[src/rtl/dwc_pair_scheduler.sv]
// Round-robin scheduler sharing one DWC comparator among N lockstep core pairs, with retry/fault policy.
// Optional per-pair mismatch statistics when DWC_SCHED_STATS_EN is defined.
module dwc_pair_scheduler #(
    parameter int N_PAIRS   = 4,
    parameter int DATA_W    = 32,
    parameter int MAX_RETRY = 3,
    parameter int ACK_TMO   = 255
) (
    input  logic                      clk,
    input  logic                      reset,
    input  logic [N_PAIRS-1:0]        req_valid_i,
    input  logic [N_PAIRS*DATA_W-1:0] data_a_i,
    input  logic [N_PAIRS*DATA_W-1:0] data_b_i,
    output logic [N_PAIRS-1:0]        req_ready_o,
    output logic [N_PAIRS-1:0]        resp_valid_o,
    output logic                      resp_match_o,
    output logic                      resp_retry_o,
    input  logic [N_PAIRS-1:0]        resp_ack_i,
    output logic [N_PAIRS-1:0]        fault_o,
    input  logic [N_PAIRS-1:0]        fault_clr_i,
    output logic                      irq_o
`ifdef DWC_SCHED_STATS_EN
    ,
    input  logic [$clog2(N_PAIRS)-1:0] stat_sel_i,
    output logic [15:0]                stat_cnt_o
`endif
);

    localparam int PTR_W = $clog2(N_PAIRS);
    localparam int CNT_W = $clog2(MAX_RETRY + 1);
    localparam int TMR_W = $clog2(ACK_TMO + 1);

    typedef enum logic [1:0] {IDLE, CMP, RESP} state_t;

    state_t              state_q;
    logic [PTR_W-1:0]    rr_ptr_q, grant_q;
    logic [DATA_W-1:0]   a_q, b_q;
    logic [CNT_W-1:0]    retry_q [N_PAIRS];
    logic [TMR_W-1:0]    tmr_q;
    logic [N_PAIRS-1:0]  req_ready_q, resp_valid_q, fault_q;
    logic                resp_match_q, resp_retry_q, irq_q;

    logic [N_PAIRS-1:0]   elig;
    logic [2*N_PAIRS-1:0] elig2;
    logic [PTR_W-1:0]     g_sel;

    assign elig  = req_valid_i & ~fault_q;
    assign elig2 = {elig, elig};

    // Scan downward so the eligible pair closest to rr_ptr is the last one written.
    always_comb begin
        g_sel = '0;
        for (int k = N_PAIRS - 1; k >= 0; k--) begin
            if (elig2[int'(rr_ptr_q) + k])
                g_sel = PTR_W'((int'(rr_ptr_q) + k) % N_PAIRS);
        end
    end

`ifdef DWC_SCHED_STATS_EN
    logic [15:0] stat_q [N_PAIRS];
    assign stat_cnt_o = stat_q[stat_sel_i];
`endif

    always_ff @(posedge clk) begin
        if (reset) begin
            state_q      <= IDLE;
            rr_ptr_q     <= '0;
            grant_q      <= '0;
            a_q          <= '0;
            b_q          <= '0;
            tmr_q        <= '0;
            req_ready_q  <= '0;
            resp_valid_q <= '0;
            fault_q      <= '0;
            resp_match_q <= 1'b0;
            resp_retry_q <= 1'b0;
            irq_q        <= 1'b0;
            for (int i = 0; i < N_PAIRS; i++) begin
                retry_q[i] <= '0;
`ifdef DWC_SCHED_STATS_EN
                stat_q[i]  <= '0;
`endif
            end
        end else begin
            irq_q <= (|resp_valid_q) | (|fault_q);

            // Clears come first so a fault set later in this block takes priority.
            for (int i = 0; i < N_PAIRS; i++) begin
                if (fault_clr_i[i]) begin
                    fault_q[i] <= 1'b0;
                    retry_q[i] <= '0;
`ifdef DWC_SCHED_STATS_EN
                    stat_q[i]  <= '0;
`endif
                end
            end

            case (state_q)
                IDLE: begin
                    if (|elig) begin
                        a_q                <= data_a_i[int'(g_sel)*DATA_W +: DATA_W];
                        b_q                <= data_b_i[int'(g_sel)*DATA_W +: DATA_W];
                        grant_q            <= g_sel;
                        rr_ptr_q           <= PTR_W'((int'(g_sel) + 1) % N_PAIRS);
                        req_ready_q[g_sel] <= 1'b1;
                        state_q            <= CMP;
                    end
                end
                CMP: begin
                    req_ready_q <= '0;
                    if (a_q == b_q) begin
                        retry_q[grant_q] <= '0;
                        resp_match_q     <= 1'b1;
                        resp_retry_q     <= 1'b0;
                    end else begin
                        resp_match_q <= 1'b0;
                        if (int'(retry_q[grant_q]) < MAX_RETRY - 1) begin
                            retry_q[grant_q] <= retry_q[grant_q] + 1'b1;
                            resp_retry_q     <= 1'b1;
                        end else begin
                            retry_q[grant_q] <= '0;
                            fault_q[grant_q] <= 1'b1;
                            resp_retry_q     <= 1'b0;
                        end
`ifdef DWC_SCHED_STATS_EN
                        if (stat_q[grant_q] != 16'hFFFF)
                            stat_q[grant_q] <= stat_q[grant_q] + 16'd1;
`endif
                    end
                    resp_valid_q[grant_q] <= 1'b1;
                    tmr_q                 <= TMR_W'(ACK_TMO);
                    state_q               <= RESP;
                end
                RESP: begin
                    if (resp_ack_i[grant_q]) begin
                        resp_valid_q[grant_q] <= 1'b0;
                        state_q               <= IDLE;
                    end else if (tmr_q == '0) begin
                        resp_valid_q[grant_q] <= 1'b0;
                        fault_q[grant_q]      <= 1'b1;
                        state_q               <= IDLE;
                    end else begin
                        tmr_q <= tmr_q - 1'b1;
                    end
                end
                default: state_q <= IDLE;
            endcase
        end
    end

    assign req_ready_o  = req_ready_q;
    assign resp_valid_o = resp_valid_q;
    assign resp_match_o = resp_match_q;
    assign resp_retry_o = resp_retry_q;
    assign fault_o      = fault_q;
    assign irq_o        = irq_q;

endmodule

[config.mk]
export PLATFORM = sky130hd
export DESIGN_NAME = dwc_pair_scheduler
export DESIGN_NICKNAME = d
export VERILOG_FILES = /design/src/rtl/dwc_pair_scheduler.sv
export SDC_FILE = /design/constraint.sdc
export NUM_CORES = 1
export LEC_CHECK = 0
export CAP_MARGIN = 20
export CORE_ASPECT_RATIO = 1.2
export CORE_UTILIZATION = 45
export DETAILED_ROUTE_END_ITERATION = 10
export GPL_TIMING_DRIVEN = 0
export PLACE_DENSITY_LB_ADDON = 0.15
export SYNTH_ARGS = -nofsm -noshare
export SYNTH_HDL_FRONTEND = slang
export SYNTH_SLANG_ARGS = --single-unit
[constraint.sdc]
create_clock -name clk -period 2.65 [get_ports clk]
set_input_delay 0.53 -clock clk [delete_from_list [all_inputs] [get_ports clk]]
set_output_delay 0.53 -clock clk [all_outputs]
set_load 0.05 [all_outputs]
==> out/qor.yml <==
crit_path_end_kind: "flip-flop"
dp_hpwl_mm: 35.4
chipWidth_um: 140
crit_family: "multiplexers"
fillers: 1973
design_area_um2: 14500
post-route-period-util: 1.00
seq_area_frac_synth: 0.209
synth_area_per_cell_um2: 7.80
synthCells: 1316
h-tree-depth: 3
fmax_mhz: 376
setup_viol: 1
grt_max_degree: 19
drive_gt1_frac: 0.125
multi_input_area_um2: 7560
placed_area_um2: 13500
worstSetupPathType: "flip-flop to flip-flop"
gp_congestion: 0.989
hold_viol: 0
fin_tns_setup_ns: -0.0104
fp.dieH_um: 167
nNetsFinal: 1913
io_buffers: 284
ys_ff_latch: 103
crit_slowest_cell: "mux4_2"
dieArea_um2: 23400
syn_nets: 1596
ctsHoldBuffers: 0
antenna_found_initial: 0
hold_slack_ns: 0.502
grt_pass1_vias: 12900
slew_viol_final: 0
start_util: 0.459
rr_startpoint: "fault_o[2]"
syn_to_final_growth_pct: 41.1
placed_cells: 1879
synth_area_um2: 10300
hold_class: "flip-flop to flip-flop"
cp_cell_sequence: "nand2b_4 -> mux4_2 -> buf_12 -> buf_4 -> buf_2 -> o2111ai_2 -> o2111ai_1 -> nor2_2 -> a211oi_1"
combPwrFrac: 0.701
async_flop_share: 0
clockBufferDepth: 2
drc: 0
cts_tree: "yes"
yosysWarningCount: 0
p_int_mw: 6.34
powerDensity_nw_per_um2: 900
hold_start: "tmr_q[0]"
required_ns: 2.88
synth_top_area_frac: 0.185
violations: "negative setup slack"
min_period_ns: 2.66
pwr-share-clk: 0.102
grt_usage: 0.394
start_kind: "flip-flop"
grt_pass1_wl_mm: 72.9
seq_area_um2: 2150
crit_path_start: "fault_o[2]"
synthFlopType: "dfxtp_1"
wl_per_cell_um: 25.2
viasPerCell: 7.22
rsz0062_at_grt: "yes"
synth_cell_types: 55
insertion_delay_ns: 0.37
switchingPower_mw: 6.69
cts.reportedPaths.clkPinSlew_ns: 0.08
firstDrtPassIters: 6
outcome: "finished with violations"
rows: 60
worst-path-buf-inv: 3
relSlewSlack: 0.364
p_sw_frac: 0.513
cts_buffers: 9
critical_path_arrival_ns: 2.89
wirelength_mm: 48.2
dr.first_iter.drc_count: 2028
cpPeakStageDelay_ns: 0.56
post-route-util: 0.647
insertedDiodeCount: 0
setup_ws_ns: -0.0104
core_um2: 22400
cp_max_fo: 10
synth-edff-count: 8
synth.largest_area_cell: "dfxtp_1"
fin_cells: 1917
final_antenna_net_count: 0
vdd_ir_drop_max_mv: 0.526
root_buffer: "clkbuf_16"
power.leakage_nw: 4.99
fin_skew_ns: 0.0105
cap_violations: 0
synthTopCellsByArea: "dfxtp_1, o2111ai_1, a211oi_1"
num_vias: 13800
cts.sink_count: 103
tightest_slew_ns: 0.946
ios: 285
seqPwrFrac: 0.197
gr-total-overflow: 0
[cells in the final DEF, fill, tap and decap left out, types with 11 or more instances in the layout]
cell type,count
a21oi_1,63
clkbuf_16,14
clkbuf_1,94
a21boi_0,23
nand3_1,54
and3_1,81
o21bai_1,24
xnor2_1,35
mux2_2,13
a32o_1,48
and2_1,27
clkbuf_2,37
a31o_1,37
o32ai_1,26
dfxtp_1,89
nor2_1,65
a2111oi_2,12
a211oi_2,11
clkdlybuf4s50_1,280
o2111ai_1,141
nand2_1,56
o22ai_1,15
nor4_1,19
buf_4,19
a211oi_1,97
buf_2,18
nand4_1,56
[what timing repair did]
| action | in CTS | in global routing |
|---|---|---|
| gates resized for setup | 68 | 128 |
| gates cloned | 0 | 6 |
| endpoints found under the setup margin | 74 | 81 |
| buffers inserted | 10 | 10 |
| pin swaps | 4 | 19 |
[final cells by class]
cell class	count	area share
buffer	178	0.0646
multi-input combinational	1019	0.522
clock buffer	9	0.0156
sequential	103	0.149
tap	279	0.0241
timing repair buffer	310	0.218
clock inverter	7	0.00372
inverter	12	0.00311
[synthesized netlist by cell type (all sizes together), types with 2 or more instances]
cell	count
o21a	2
nand2b	9
a21oi	65
a211o	3
o21ai	7
a31o	40
and3	81
ha	10
a21o	4
nor2b	9
nand4	56
clkbuf	137
xnor2	35
nor4	21
o21bai	24
nor4bb	2
mux2	16
edfxtp	8
nand3	54
a31oi	2
a211oi	108
nor2	75
and2	27
nand2	57
xor2	3
a21boi	24
mux4	7
inv	12
o2111ai	144
buf	45
a32o	48
o32ai	28
a2111oi	24
o22ai	16
dfxtp	95
nor3	7
[final timing paths]
check	to	slack (ns)	depth (start not counted)
min reg2reg	tmr_q[0]	0.50	1
max reg2reg	b_q[8]	-0.01	9
max	b_q[8]	-0.01	9
min	tmr_q[0]	0.50	1
[state kept, by name, indices dropped and copies added (netlist names), named ones only]
register,count
resp_match_o,1
irq_o,1
resp_retry_o,1
rr_ptr_q,2
tmr_q,8
grant_q,2
state_q,2
req_ready_o,4
fault_o,4
a_q,32
retry_q,8
b_q,32
[kinds of logic after synthesis]
| kind of cell | Yosys count | share of synthesized area |
|---|---|---|
| compound gates | 544 | 0.429 |
| simple gates | 403 | 0.208 |
| buf+inv | 194 | 0.0759 |
| flops | 103 | 0.209 |
| xor+xnor | 38 | 0.0324 |
| mux | 24 | 0.0339 |
| fa+ha+maj | 10 | 0.0122 |
[metal layers]
layer  track usage  wire length, um
met4         0.226             3280
met2         0.620            21500
met5             0                0
met3        0.0663             5100
met1         0.507            18300
[power by group through the flow]
stage          Combinational (mW)  Sequential (mW)  Clock [mW]
6_report                     9.13             2.57        1.33
5_1_grt                      9.61             2.60        1.36
4_1_cts                      8.02             2.53        1.31
3_5_place_dp                 7.76             2.56           0
3_3_place_gp                 7.73             2.55           0
2_1_floorplan                5.08             2.53           0
[per-stage QoR]
step | power (mW) | setup slack [ns]
detailed placement | 10.3 | -0.928
global route | 13.6 | -0.0225
finish | 13.0 | -0.0104
floorplan | 7.61 | 0.0294
global placement | 10.3 | -0.950
CTS | 11.9 | 0.00176
No activity file was read; power rests on OpenSTA's default activity.
